`config.mk`:
```
export PLATFORM = sky130hd
export DESIGN_NAME = sys_int_regs
export DESIGN_NICKNAME = d
export VERILOG_FILES = /design/src/rtl/sys_int_regs.sv
export SDC_FILE = /design/constraint.sdc
export NUM_CORES = 1
export LEC_CHECK = 0
export ABC_CLOCK_PERIOD_IN_PS = 1450
export BUFFER_PORTS_ARGS = -buffer_cell sky130_fd_sc_hd__buf_2
export CAP_MARGIN = 20
export CORE_MARGIN = 3
export CORE_UTILIZATION = 35
export CTS_CLUSTER_DIAMETER = 200
export DETAILED_ROUTE_END_ITERATION = 8
export GPL_TIMING_DRIVEN = 1
export PLACE_DENSITY = 0.63
export SLEW_MARGIN = 0
export SYNTH_ARGS = -nofsm -noshare
export SYNTH_HDL_FRONTEND = slang
export SYNTH_SLANG_ARGS = --single-unit
```
`constraint.sdc`:
```
create_clock -name clk -period 1.45 [get_ports clk]
set_input_delay 0.0725 -clock clk [delete_from_list [all_inputs] [get_ports clk]]
set_output_delay 0.0725 -clock clk [all_outputs]
set_load 0.03 [all_outputs]
```
`src/rtl/sys_int_regs.sv`:
```
// sys_int_regs: local-bus register block with interrupt aggregation and an
// optional heartbeat watchdog.
// Optional feature macro: SYS_INT_REGS_HB_WDT_EN (defined -> watchdog present).
// Register map (word addresses):
//   0x00..0x03 version words (RO)   0x05 test (RW, reads inverted)
//   0x20 active (RO)   0x21 pending (W1C)   0x22 mask   0x23 mode (1=edge)
//   0x24 polarity (1=active-low)   0x25 bit0 global enable
//   0x28 kick (WO)   0x29 timeout   0x2A bit0 watchdog flag (W1C)
module sys_int_regs #(
  parameter int          INT_CH              = 4,
  parameter int          TICK_DIV            = 50000,
  parameter logic [15:0] LOGIC_VER_YEAR      = 16'h2020,
  parameter logic [15:0] LOGIC_VER_MONTH_DAY = 16'h0910,
  parameter logic [15:0] LOGIC_VER           = 16'h0400,
  parameter logic [15:0] DEBUG_VER           = 16'h0400
) (
  input  logic              clk,
  input  logic              rst,
  input  logic              lbs_cs_n,
  input  logic              lbs_we,
  input  logic              lbs_re,
  input  logic [7:0]        lbs_addr,
  input  logic [15:0]       lbs_din,
  output logic [15:0]       lbs_dout,
  input  logic [INT_CH-1:0] irq_in,
  output logic              int_o,
  output logic              wdt_timeout
);

  localparam logic [7:0] ADDR_VER0  = 8'h00;
  localparam logic [7:0] ADDR_VER1  = 8'h01;
  localparam logic [7:0] ADDR_VER2  = 8'h02;
  localparam logic [7:0] ADDR_VER3  = 8'h03;
  localparam logic [7:0] ADDR_TEST  = 8'h05;
  localparam logic [7:0] ADDR_RAW   = 8'h20;
  localparam logic [7:0] ADDR_PEND  = 8'h21;
  localparam logic [7:0] ADDR_MASK  = 8'h22;
  localparam logic [7:0] ADDR_MODE  = 8'h23;
  localparam logic [7:0] ADDR_POL   = 8'h24;
  localparam logic [7:0] ADDR_EN    = 8'h25;
  localparam logic [7:0] ADDR_KICK  = 8'h28;
  localparam logic [7:0] ADDR_TOUT  = 8'h29;
  localparam logic [7:0] ADDR_WFLAG = 8'h2A;

  logic              wr_s;
  logic              rd_s;
  logic [15:0]       test_r;
  logic [INT_CH-1:0] mask_r;
  logic [INT_CH-1:0] mode_r;
  logic [INT_CH-1:0] pol_r;
  logic              en_r;
  logic [INT_CH-1:0] sync1_r;
  logic [INT_CH-1:0] sync2_r;
  logic [INT_CH-1:0] hist_r;
  logic [INT_CH-1:0] pend_r;
  logic [INT_CH-1:0] active_s;
  logic [INT_CH-1:0] set_s;
  logic [INT_CH-1:0] clr_s;
  logic [15:0]       rdata_s;

  assign wr_s = ~lbs_cs_n & lbs_we;
  assign rd_s = ~lbs_cs_n & lbs_re;

  // Synchronized input with polarity applied; the history sees this every cycle
  assign active_s = sync2_r ^ pol_r;

  // Edge channels set only on a rising active level, level channels while active
  assign set_s = (mode_r & active_s & ~hist_r) | (~mode_r & active_s);

  // Write-one-to-clear mask for the pending register
  always_comb begin
    clr_s = {INT_CH{1'b0}};
    if (wr_s && (lbs_addr == ADDR_PEND)) begin
      clr_s = lbs_din[INT_CH-1:0];
    end else begin
      clr_s = {INT_CH{1'b0}};
    end
  end

  // Two-flop synchronizer and edge-detector history for the interrupt inputs
  always_ff @(posedge clk or posedge rst) begin
    if (rst) begin
      sync1_r <= {INT_CH{1'b0}};
      sync2_r <= {INT_CH{1'b0}};
      hist_r  <= {INT_CH{1'b0}};
    end else begin
      sync1_r <= irq_in;
      sync2_r <= sync1_r;
      hist_r  <= active_s;
    end
  end

  // Pending latch: a new set beats a simultaneous write-one-to-clear
  always_ff @(posedge clk or posedge rst) begin
    if (rst) begin
      pend_r <= {INT_CH{1'b0}};
    end else begin
      pend_r <= (pend_r & ~clr_s) | set_s;
    end
  end

  // Plain read/write configuration registers
  always_ff @(posedge clk or posedge rst) begin
    if (rst) begin
      test_r <= 16'h0000;
      mask_r <= {INT_CH{1'b0}};
      mode_r <= {INT_CH{1'b0}};
      pol_r  <= {INT_CH{1'b0}};
      en_r   <= 1'b0;
    end else if (wr_s) begin
      case (lbs_addr)
        ADDR_TEST: test_r <= lbs_din;
        ADDR_MASK: mask_r <= lbs_din[INT_CH-1:0];
        ADDR_MODE: mode_r <= lbs_din[INT_CH-1:0];
        ADDR_POL:  pol_r  <= lbs_din[INT_CH-1:0];
        ADDR_EN:   en_r   <= lbs_din[0];
        default:   en_r   <= en_r;
      endcase
    end
  end

  // Aggregated interrupt, registered from the current pending/mask/enable
  always_ff @(posedge clk or posedge rst) begin
    if (rst) begin
      int_o <= 1'b0;
    end else begin
      int_o <= en_r & (|(pend_r & mask_r));
    end
  end

`ifdef SYS_INT_REGS_HB_WDT_EN
  localparam int              PW        = (TICK_DIV > 2) ? $clog2(TICK_DIV) : 1;
  localparam logic [PW-1:0]   PRESC_MAX = PW'(TICK_DIV - 1);

  logic [PW-1:0] presc_r;
  logic [15:0]   hb_r;
  logic [15:0]   tout_r;
  logic          flag_r;
  logic          tick_s;
  logic          kick_s;
  logic          tout_wr_s;
  logic          flag_clr_s;
  logic          flag_set_s;

  assign tick_s     = (presc_r == PRESC_MAX);
  assign kick_s     = wr_s && (lbs_addr == ADDR_KICK);
  assign tout_wr_s  = wr_s && (lbs_addr == ADDR_TOUT);
  assign flag_clr_s = wr_s && (lbs_addr == ADDR_WFLAG) && lbs_din[0];
  // Flag fires only on the tick that moves the counter onto the timeout;
  // a kick or timeout rewrite in that cycle suppresses it
  assign flag_set_s = tick_s && !kick_s && !tout_wr_s && (tout_r != 16'h0000) &&
                      (hb_r < tout_r) && ((hb_r + 16'h0001) == tout_r);

  // Tick prescaler, restarted by a kick
  always_ff @(posedge clk or posedge rst) begin
    if (rst) begin
      presc_r <= {PW{1'b0}};
    end else if (kick_s || tick_s) begin
      presc_r <= {PW{1'b0}};
    end else begin
      presc_r <= presc_r + {{(PW-1){1'b0}}, 1'b1};
    end
  end

  // Heartbeat counter, saturating at the programmed timeout
  always_ff @(posedge clk or posedge rst) begin
    if (rst) begin
      hb_r <= 16'h0000;
    end else if (kick_s || tout_wr_s || (tout_r == 16'h0000)) begin
      hb_r <= 16'h0000;
    end else if (tick_s && (hb_r < tout_r)) begin
      hb_r <= hb_r + 16'h0001;
    end else begin
      hb_r <= hb_r;
    end
  end

  // Timeout register and sticky flag (set beats clear)
  always_ff @(posedge clk or posedge rst) begin
    if (rst) begin
      tout_r <= 16'h0002;
      flag_r <= 1'b0;
    end else begin
      if (tout_wr_s) begin
        tout_r <= lbs_din;
      end else begin
        tout_r <= tout_r;
      end
      if (flag_set_s) begin
        flag_r <= 1'b1;
      end else if (flag_clr_s) begin
        flag_r <= 1'b0;
      end else begin
        flag_r <= flag_r;
      end
    end
  end

  assign wdt_timeout = flag_r;
`else
  assign wdt_timeout = 1'b0;
`endif

  // Read multiplexer; narrow fields are zero-extended
  always_comb begin
    rdata_s = 16'h0000;
    case (lbs_addr)
      ADDR_VER0: rdata_s = LOGIC_VER_YEAR;
      ADDR_VER1: rdata_s = LOGIC_VER_MONTH_DAY;
      ADDR_VER2: rdata_s = LOGIC_VER;
      ADDR_VER3: rdata_s = DEBUG_VER;
      ADDR_TEST: rdata_s = ~test_r;
      ADDR_RAW:  rdata_s[INT_CH-1:0] = active_s;
      ADDR_PEND: rdata_s[INT_CH-1:0] = pend_r;
      ADDR_MASK: rdata_s[INT_CH-1:0] = mask_r;
      ADDR_MODE: rdata_s[INT_CH-1:0] = mode_r;
      ADDR_POL:  rdata_s[INT_CH-1:0] = pol_r;
      ADDR_EN:   rdata_s[0] = en_r;
`ifdef SYS_INT_REGS_HB_WDT_EN
      ADDR_TOUT:  rdata_s = tout_r;
      ADDR_WFLAG: rdata_s[0] = flag_r;
`endif
      default:   rdata_s = 16'h0000;
    endcase
  end

  // Registered read data, held between read strobes
  always_ff @(posedge clk or posedge rst) begin
    if (rst) begin
      lbs_dout <= 16'h0000;
    end else if (rd_s) begin
      lbs_dout <= rdata_s;
    end else begin
      lbs_dout <= lbs_dout;
    end
  end

endmodule
```
==> results list, run 1 <==
- Peak per-stage delay on the critical path: 0.45 ns
- Total via count after detailed routing: 1992
- # port buffers: just under 50
- Total Wirelength: 6084 µm
- Buffers & Inverters on Critical Path: 0
* CP cell instances: xor2_1, mux4_2, a222oi_1, o21ai_1
- The core region is 7292 µm².
* Overall track demand over capacity in global routing: 15.38%
- NumNets Final: 331
- Share of flip-flops with an asynchronous set or reset after synthesis: between 90% and 100%
- The cell family contributing the most delay on the critical path is multiplexers.
- Post-synthesis cell type with the largest combined area: dfrtp_1
- Synth Cell Area: 2651 µm²
- STA classifies the critical path startpoint as a flip-flop.
- H-tree levels: 3
- The die is 93.04 µm wide.
* Post-Route Skew: 0.005645 ns
* Synthesis-to-layout area growth: 38.37%
* Layout cell share with drive strength beyond 1: 46.20%
- For the worst setup path, the data required time is 1.67 ns.
- STA puts the critical path data arrival time at 1.72 ns.
- Share of the synthesized area in the top cell type: 58.52%
- In the routed layout, each cell is associated on average with a via count of 4.955.
* Maximum clock path buffer count: 2
- Maximum capacitance violations: 0
- The die is 93.04 µm tall.
- For this design the ratio of total power to cell area is 1077 nW/µm².
* Number of global-route vias before repair: 2020
- The hold violation count in the final report came to 0.
* Max Fanout on Critical Path: 2
* Effective utilization at floorplan: 36.36%
* Library cell contributing the largest single delay on the critical path: mux4_2
- The number of nets handed over by synthesis was 231.
- Time the final worst path needs with I/O delays and setup: 1.503 ns
- Detailed Routing Iterations Pass 1: 4
- Violations in the final reports: negative setup slack
* Total of warnings raised by yosys: 0
- First-pass GRT wire length: around 10000 µm
- TritonCTS clock tree: built
- After detailed routing, the number of remaining DRC violations is 0.
* Clock sink total: 62
* Clock transition at path regs: ~0.070 ns
- Crit path setup slack, layout: -0.05324 ns
- Of the synthesized area, sequential elements account for about three fifths.
* Setup CP Type: flip-flop to flip-flop
* Final Core Density: 50.31%
* FILL cells: 696
* Worst-case vdd ir drop: 533.2 µV
- The floorplan has 31 rows.
* Top_reg_cell synth: dfrtp_1
- Unique masters post-synth: 41
- Once detail routing completed, the nets flagged for antenna violations numbered 0.
- Path class of the lowest-slack min-delay path: input pin to flip-flop
* Post-Place Cell Area: 3244 µm²
* Half-perimeter wire length after placement: 4501 µm
- Setup violations remaining at the end of the flow were counted as 1.
- Finished layout cell area: 3669 µm²
- Diode count: 0
* Clock buffers created by TritonCTS: 9
* EDFF count, synth: 0
* Share of the clock period used by the worst path: 103.7%
- RePlAce Congestion: 0.7847
- The worst setup path is captured at a flip-flop.
- Worst-skew pair later-pin latency: approximately 0.34 ns
- Pins over their slew limit: 0
- Outcome: finished with violations
* Leakage Power: about 1.7 nW
* Pin count of the biggest net entering global routing: 33
- Slew @ Worst Pin: 0.5161 ns
- Setup repair after global routing missed its margin: true
- Number of I/O pins: 51
* Detailed-route wire length per cell: 15.13 µm
* Highest attainable clock frequency: approximately 670 MHz
- Summing all multi-input logic gate instances after layout gives 1051 µm².
* Global route overflow: 0
* Number of instances in the synthesized netlist: about 200
- Cell at the root of the clock tree: clkbuf_8
* Mean instance size in the synthesized netlist: 13.39 µm²
- Die Outline Area: 8656 µm²
* Synth top area cells: dfrtp_1, mux2_2, mux4_2, nand2_1, nand3_1
- Register bit total from synthesis: 62
- Number of antenna violations at the first check in global routing: 0
* Tightest slew margin relative to the limit: 65.52%
* DRT iter0 DRCs: 60
- Combined flip-flop and latch cell area: 1551 µm²
-- state kept, by name, indices dropped and copies added (netlist names) --
register,cells
mode_r,4
pol_r,4
en_r,1
sync2_r,4
hist_r,4
mask_r,4
sync1_r,4
test_r,16
int_o,1
lbs_dout,16
pend_r,4
-- cell families (layout without fill, tap and decap cells) --
group | count (synthesis) | in the layout | share of synthesized area, %
xor gates and xnor gates | 4 | 4 | 1.321
muxes | 33 | 33 | 15.71
buffers and inverters | 13 | 118 | 2.312
other | 1 | 1 | 0.1414
AOI/OAI and AO/OA | 33 | 33 | 10.57
and+or+nand+nor | 52 | 52 | 11.42
DFF | 62 | 62 | 58.52
-- layer usage --
metal	wire length, µm	global-route usage [%]
met1	2702	19.94
met2	2895	24.00
met3	361	4.183
met5	0	0
met4	125	7.082
-- path summary, 6_finish.rpt --
kind	start	endpoint	slack, ns	cells after the start
max in group asynchronous	rst	test_r[5]	0.67	4
max	pol_r[0]	lbs_dout[0]	-0.05	4
min in group asynchronous	rst	lbs_dout[3]	0.25	3
min reg2reg	sync1_r[2]	sync2_r[2]	0.35	0
max reg2reg	pol_r[0]	lbs_dout[0]	-0.05	4
min	lbs_din[3]	mask_r[3]	0.06	2
-- layout make-up --
type | instances | area share [%]
Clock inverter | 3 | 1.774
Tap cell | 99 | 3.377
Inverter | 5 | 0.6139
Clock buffer | 13 | 4.604
Timing Repair Buffer | 97 | 18.69
Sequential cell | 62 | 42.29
Multi-Input combinational cell | 123 | 28.65
-- placed cells by master, fill, tap and decap left out, types with 2 or more instances in the layout --
cell           netlist  layout
dfrtp_1             62      62
buf_2                1      49
mux2_2              29      29
buf_4                1      28
nand2_1             19      19
dlygate4sd3_1        0      17
clkbuf_8             0      12
nand3_1              9       8
nor2_1               6       6
o31ai_1              6       6
o22a_1               5       5
inv_1                5       4
mux4_2               4       4
a22o_1               4       4
nand2b_1             3       3
xor2_1               4       3
a2bb2oi_1            3       3
nor2b_1              3       3
o211ai_1             3       3
buf_12               0       3
or3_1                2       2
nor3_1               2       2
o21ai_1              1       2
nand3_2              1       2
a22oi_1              2       2
bufinv_16            0       2
-- metrics by stage --
| step | power (mW) | setup WS (ns) | TNS (ns) | std cells | hold slack [ns] |
|---|---|---|---|---|---|
| after floorplan | 2.026 | -0.1450 | -0.5963 | 198 | 0.1039 |
| after global placement | 2.190 | -0.2162 | -6.643 | 368 | 0.07397 |
| after detailed placement | 2.197 | -0.2284 | -7.143 | 368 | 0.07009 |
| after CTS | 3.987 | -0.05618 | -0.05618 | 401 | 0.04737 |
| after global routing | 4.125 | -0.1172 | -0.1358 | 402 | 0.05332 |
| final | 3.950 | -0.05324 | -0.05324 | 402 | 0.06010 |
-- worst register-to-register path, delay by kind of cell (launching register included) --
kind / cells / cell delay, ns
AOI/OAI and AO/OA: 2 / 0.38
DFF: 1 / 0.39
xor gates and xnor gates: 1 / 0.18
muxes: 1 / 0.45
-- cells in the mapped netlist (2+ instances only) --
cell       instances
dfrtp_1           62
mux2_2            29
nand2_1           19
nand3_1            9
nor2_1             6
o31ai_1            6
inv_1              5
o22a_1             5
a22o_1             4
clkbuf_1           4
mux4_2             4
xor2_1             4
a2bb2oi_1          3
nand2b_1           3
nor2b_1            3
o211ai_1           3
a22oi_1            2
nor3_1             2
o21ai_0            2
or3_1              2
-- power by group --
group          leakage, nW  internal (mW)  switching, mW
clock network        0.120           1.11          0.643
logic                0.820          0.180          0.204
registers            0.805           1.79         0.0291
-- repair_timing --
action	in CTS	in global routing
setup buffers	0	1
setup endpoints to repair	1	3
gates resized for setup	1	2
hold buffers	17	0
hold endpoints to repair	29	0
pin swaps	0	2
No activity file was read; power rests on OpenSTA's default activity.
==> run 2: changes to the inputs <==
--- a/config.mk
+++ b/config.mk
@@ -13,6 +13,7 @@
 export CTS_CLUSTER_DIAMETER = 200
 export DETAILED_ROUTE_END_ITERATION = 8
 export GPL_TIMING_DRIVEN = 1
+export MAX_ROUTING_LAYER = met4
 export PLACE_DENSITY = 0.63
 export SLEW_MARGIN = 0
 export SYNTH_ARGS = -nofsm -noshare
==> results list, run 2 (synthesized netlist as in run 1, its figures left out) <==
- The pin count of the biggest net entering global routing was 33 (unchanged).
* Req. time, crit path: 1.67 ns (about the same)
- The final non-filler cell total is 402 (unchanged).
* Time the final worst path needs with I/O delays and setup: 1.505 ns (+0.001381 ns)
* Leakage Power: 1.745 nW (unchanged)
- The via count of the first global-routing pass is 2016 (-0.20%).
- The final-layout fill cell count came to 696 (unchanged).
- Worst-skew pair later-pin latency: 0.33 ns (about the same)
* Highest attainable clock frequency: 664.6 MHz (about the same)
- Number of I/O pins: 51 (unchanged)
- The final worst slack is -0.05462 ns (-0.001381 ns).
- Outcome: finished with violations
* Total via count after detailed routing: 1995 (+0.15%)
- Commonest non-fill, non-tap cells in the layout: dfrtp_1, buf_2, mux2_2
* Number of placed instances, taps included: 368 (unchanged)
- Vertical die dimension: 93.04 µm (unchanged)
- Width of the chip: 93.04 µm (unchanged)
* Clock sink total: 62 (unchanged)
- The final antenna-violating net count is 0 (unchanged).
* Nature of the critical path startpoint: flip-flop
- The total cell area at the placement stage was 3244 µm² (unchanged).
- Die Outline Area: 8656 µm² (unchanged)
- The area growth from synthesis to final layout is 38.37% (unchanged).
- Clock buffers created by TritonCTS: 9 (unchanged)
- Maximum capacitance violations: 0 (unchanged)
* Total count of hold-check failures in the final report: 0 (unchanged)
- The first-pass iteration count of the detailed router is 4 (unchanged).
- Overall track demand over capacity in global routing: 15.87% (+0.50 points)
* Violations in the final reports: negative setup slack
- The total power divided by cell area was 1077 nW/µm² (about the same).
- Setup repair after global routing could not meet its margin everywhere.
* Most common cell after layout, fill and taps aside: dfrtp_1
- Finished layout cell area: 3669 µm² (unchanged)
* Worst reg2reg path depth: 4 (unchanged)
- The starting DRC count in detailed routing came to 63 (+5.0%).
- Worst Path Arrival: 1.72 ns (about the same)
- The highest fanout seen on the critical path is 2 (unchanged).
- The fraction of final layout cells with drive strength greater than 1 was 46.20% (unchanged).
* Worst setup path endpoint: lbs_dout[0]
* Power consumption: 3.949 mW (about the same)
- The setup total negative slack is -0.05462 ns (-0.001381 ns).
- Global route overflow: 0 (unchanged)
* Maximum clock path buffer count: 2 (unchanged)
- Minimum setup slack among reg-to-reg paths: -0.05 ns (about the same)
- Number of antenna violations at the first check in global routing: 0 (unchanged)
- Half-perimeter wire length after placement: 4501 µm (unchanged)
- TritonCTS built the clock tree.
- The number of rows created at floorplan was 31 (unchanged).
* Post-Route Skew: 0.005881 ns (+0.0002356 ns)
* CP endpoint kind: flip-flop
- Final Core Density: 50.31% (unchanged)
- Largest registers: lbs_dout x16, test_r x16
- NumNets Final: 331 (unchanged)
- Share of the clock period used by the worst path: 103.8% (about the same)
* Critical R2R Launch: pol_r[0]
- The first-pass GRT wire length came to 10120 µm (+0.21%).
- The average wire per standard cell was 15.16 µm (+0.16%).
- Worst setup startpoint: pol_r[0]
- The global placement routability congestion was 0.7957 (+1.4%).
- In this run the critical register-to-register path is captured at lbs_dout[0].
* Path class of the lowest-slack min-delay path: input pin to flip-flop
- H-tree levels: 3 (unchanged)
- Grouping stages by cell kind, the critical path spends the most delay in multiplexers.
* Diode count: 0 (unchanged)
- Vias per inst: 4.963 (+0.15%)
* Number of remaining DRC errors: 0 (unchanged)
* Peak per-stage delay on the critical path: 0.45 ns (about the same)
- The final max-slew violation count is 0 (unchanged).
- # port buffers: 49 (unchanged)
- Setup CP Type: flip-flop to flip-flop
- The slowest stage of the critical path belongs to the cell mux4_2.
- The critical path goes through xor2_1, mux4_2, a222oi_1, o21ai_1.
- Core area: 7292 µm² (unchanged)
- Final setup violating endpoints: 1 (unchanged)
- Clock transition at path regs: 0.07 ns (about the same)
* Effective utilization at floorplan: 36.36% (unchanged)
* Cell at the root of the clock tree: clkbuf_8
* Tightest slew margin relative to the limit: 65.11% (-0.42 points)
- Slew @ Worst Pin: 0.5223 ns (+0.006260 ns)
* Logic depth of the worst path, buffers included: 4 (unchanged)
- Total Wirelength: 6094 µm (+0.16%)
- Worst-case vdd ir drop: 533.5 µV (about the same)
- The worst path buffer plus inverter count came to 0 (unchanged).
## run 2: area by class of cell
class                   count  area (µm²)  share of cell area [%]
clock inverters             3       65.06                   1.774
flip-flops and latches     62        1551                   42.29
inverters                   5       22.52                  0.6139
well taps                  99       123.9                   3.377
multi-input cells         123        1051                   28.65
clock buffers              13       168.9                   4.604
repair buffers             97       685.7                   18.69
## run 2: routing by layer
| metal | GRT usage [%] | vias to the layer above | wire, µm | part of all wire [%] |
|---|---|---|---|---|
| li1 | - | 930 | - | - |
| met1 | 19.99 | 994 | 2712 | 45 |
| met2 | 24.00 | 58 | 2895 | 48 |
| met3 | 4.425 | 13 | 371 | 6.1 |
| met4 | 7.082 | 0 | 114 | 1.9 |
| met5 | - | - | 0 | 0 |
## run 2: per-stage QoR
stage | hold WS (ns) | setup slack (ns)
final | 0.06100 | -0.05462
after global routing | 0.05073 | -0.1172
after CTS | 0.04737 | -0.05618
after detailed placement | 0.07009 | -0.2284
after global placement | 0.07397 | -0.2162
after floorplan | 0.1039 | -0.1450
## run 2: worst reg2reg max path: stages (launching register included)
cell	delay, ns
dfrtp_1	0.39
xor2_1	0.18
mux4_2	0.45
a222oi_1	0.29
o21ai_1	0.09
## run 2: what timing repair did
action	CTS	global route
setup buffers	0	1
gates resized for setup	1	2
endpoints found under the hold margin	29	0
endpoints found under the setup margin	1	3
pin swaps	0	2
hold buffers	17	0
## run 2: power breakdown
part / switching [mW] / internal, mW
registers: 0.0290 / 1.79
clock network: 0.642 / 1.11
logic: 0.204 / 0.180
total: 0.876 / 3.07
## run 2: how the worst min path moves through the flow
stage                     startpoint  slack, ns  depth (start not counted)           to
after floorplan            irq_in[0]       0.10                          0   sync1_r[0]
after global placement           rst       0.07                          2  lbs_dout[3]
after detailed placement         rst       0.07                          2  lbs_dout[3]
after CTS                 lbs_din[3]       0.05                          2    mode_r[3]
after global routing      lbs_din[0]       0.05                          2    test_r[0]
final                     lbs_din[2]       0.06                          2    mode_r[2]
==> run 3: changes to the inputs <==
--- a/config.mk
+++ b/config.mk
@@ -5,7 +5,7 @@
 export SDC_FILE = /design/constraint.sdc
 export NUM_CORES = 1
 export LEC_CHECK = 0
-export ABC_CLOCK_PERIOD_IN_PS = 1450
+export ABC_CLOCK_PERIOD_IN_PS = 1200
 export BUFFER_PORTS_ARGS = -buffer_cell sky130_fd_sc_hd__buf_2
 export CAP_MARGIN = 20
 export CORE_MARGIN = 3
==> constraint.sdc (replaced) <==
create_clock -name clk -period 1.2 [get_ports clk]
set_input_delay 0.06 -clock clk [delete_from_list [all_inputs] [get_ports clk]]
set_output_delay 0.06 -clock clk [all_outputs]
set_load 0.03 [all_outputs]
==> results list, run 3 (synthesized netlist as in run 1, its figures left out) <==
- The run finished, with violations left.
- Violations in the final reports: negative setup slack
- Worst-skew pair later-pin latency: 0.34 ns (about the same)
- Pin count of the biggest net entering global routing: 63 (+91%)
- Diode count: 0 (unchanged)
- Compared with the post-synthesis result, the final layout area differs by 47.33%.
- STA classifies the critical path endpoint as a flip-flop.
- The worst path buffer plus inverter count is 0 (unchanged).
- Crit Reg-Reg Endpoint: lbs_dout[0]
- The core box area came to 7292 µm² (unchanged).
- Die Outline Area: 8656 µm² (unchanged)
- Clock transition at path regs: 0.07 ns (about the same)
* Minimum setup slack among reg-to-reg paths: -0.35 ns (-0.29 ns)
- Effective utilization at floorplan: 36.36% (unchanged)
- The mean number of vias per cell was 4.891 (-1.4%).
- The clock sink count is 62 (unchanged).
- Worst-case vdd ir drop: 622.2 µV (+17%)
- The final antenna-violating net count came to 0 (unchanged).
- Share of the clock period used by the worst path: 128.8% (+25 points)
- In this run the worst hold path is classified as input pin to flip-flop.
* Layout cell share with drive strength beyond 1: 49.84% (+3.6 points)
- Worst reg2reg path depth: 4 (unchanged)
* DRT iter0 DRCs: 64 (+1.6%)
- Post-Route Skew: 0.009091 ns (+0.003210 ns)
- Power density over cell area: 1234 nW/µm² (+15%)
* Nature of the critical path startpoint: flip-flop
* H-tree levels: 3 (unchanged)
- The post-layout minimum cycle time came to 1.546 ns (+0.04106 ns).
* Number of I/O pins: 51 (unchanged)
- # port buffers: 49 (unchanged)
- Worst setup startpoint: pol_r[0]
- Maximum clock path buffer count: 2 (unchanged)
- Clock tree synthesis selected as its root buffer the cell clkbuf_8.
* Pins over their slew limit: 0 (unchanged)
- Library cell contributing the largest single delay on the critical path: mux4_2
- Worst Path Arrival: 1.77 ns (+0.05 ns)
- CP cell instances: xor2_1, mux4_2, a222oi_1, o21ai_1
* Overall track demand over capacity in global routing: 17.34% (+1.5 points)
- Global route overflow: 0 (unchanged)
- The logic depth of the worst setup path including buffers was 4 (unchanged).
* Largest registers: lbs_dout x16, test_r x16
* Number of antenna violations at the first check in global routing: 0 (unchanged)
- The CTS buffer count was 9 (unchanged).
- The delay of the slowest critical-path stage came to 0.46 ns (about the same).
- NumNets Final: 341 (+3.0%)
- The startpoint identified for the worst register-to-register timing path is pol_r[0].
- Most common cell after layout, fill and taps aside: dfrtp_1
- The first-pass iteration count of the detailed router was 4 (unchanged).
- Worst setup path endpoint: lbs_dout[0]
- The highest clock rate is 647.0 MHz (-2.7%).
* Total Wirelength: 6838 µm (+12%)
- Setup repair after global routing could not meet its margin everywhere.
- TritonCTS clock tree: built
- Floorplan row count: 31 (unchanged)
* Number of global-route vias before repair: 2243 (+11%)
* Req. time, crit path: 1.42 ns (-0.25 ns)
* Setup CP Type: flip-flop to flip-flop
- The floorplan die width was 93.04 µm (unchanged).
- Total count of hold-check failures in the final report: 0 (unchanged)
- Worst path top cell family by delay: multiplexers
* Vertical die dimension: 93.04 µm (unchanged)
- The top cell types in the final layout, fill and taps aside, are dfrtp_1, buf_2, buf_4.
- The average wire per standard cell is 16.60 µm (+9.5%).
- The first-pass GRT wire length is 11100 µm (+9.8%).
- RePlAce Congestion: 0.7845 (-1.4%)
- The final instance area came to 3906 µm² (+6.5%).
- Number of remaining DRC errors: 0 (unchanged)
- The final worst slack was -0.3457 ns (-0.2911 ns).
- Min-Delay Startpoint: lbs_din[3]
* Maximum capacitance violations: 0 (unchanged)
- The number of endpoints failing setup at the final stage is 18 (+17).
* Total via count after detailed routing: 2015 (+1.0%)
* Max Fanout on Critical Path: 2 (unchanged)
- Post-Place Cell Area: 3374 µm² (+4.0%)
- Final hold slack: 0.04435 ns (-0.01666 ns)
* Leakage Power: 1.832 nW (+5.0%)
- Half-perimeter wire length after placement: 4615 µm (+2.5%)
-- run 3: cell count changes in the layout (fill, tap and decap cells not counted), sizes merged --
cell    previous run  this run
clkbuf            13        14
buf               80        89
-- run 3: layout make-up --
| class | count | area, µm² |
|---|---|---|
| Tap cell | 99 | 123.9 |
| Multi-Input combinational cell | 123 | 1182 |
| Clock buffer | 13 | 168.9 |
| Inverter | 5 | 22.52 |
| Fill cell | 656 | 3386 |
| Clock inverter | 3 | 65.06 |
| Sequential cell | 62 | 1551 |
| Timing Repair Buffer | 107 | 792.0 |
-- run 3: layer usage --
| metal | share of wire [%] | vias to the layer above | GRT usage, % | wire length, µm |
|---|---|---|---|---|
| met5 | 0 | - | - | 0 |
| met4 | 0.83 | 0 | 6.960 | 57 |
| met3 | 4.0 | 6 | 4.586 | 276 |
| met2 | 51 | 54 | 28.91 | 3485 |
| met1 | 44 | 1010 | 20.00 | 3018 |
| li1 | - | 945 | - | - |
-- run 3: worst min-delay path by stage --
| stage | to | cells after the start |
|---|---|---|
| floorplan | sync1_r[0] | 0 |
| finish | test_r[3] | 2 |
| detailed placement | lbs_dout[7] | 3 |
| global route | test_r[3] | 2 |
| CTS | mask_r[1] | 2 |
| global placement | lbs_dout[12] | 3 |
-- run 3: per-stage QoR --
stage               TNS [ns]  cells  worst slack [ns]  utilization, %  power (mW)
finish                -1.488    412           -0.3457           53.57       4.820
global route          -2.033    412           -0.3857           53.57       5.014
CTS                   -1.110    410           -0.3560           52.69       4.862
global placement      -14.81    377           -0.4139           46.28       2.668
floorplan             -7.867    198           -0.3760               -       2.462
detailed placement    -15.44    377           -0.4440           46.28       2.676
-- run 3: timing repair --
item                                   CTS  global route
setup buffers                            0             1
setup endpoints to repair               14            18
resized for setup                       13             7
endpoints found under the hold margin   78             0
hold buffers                            17             0
cloned                                   0             1
pin swaps                                2             3
-- run 3: where the power goes --
part / internal (mW) / total, mW / leakage (nW) / switching [mW]
sequential: 2.16 / 2.19 / 0.805 / 0.0346
combinational: 0.246 / 0.510 / 0.907 / 0.264
clock: 1.34 / 2.12 / 0.120 / 0.779
total: 3.74 / 4.82 / 1.83 / 1.08
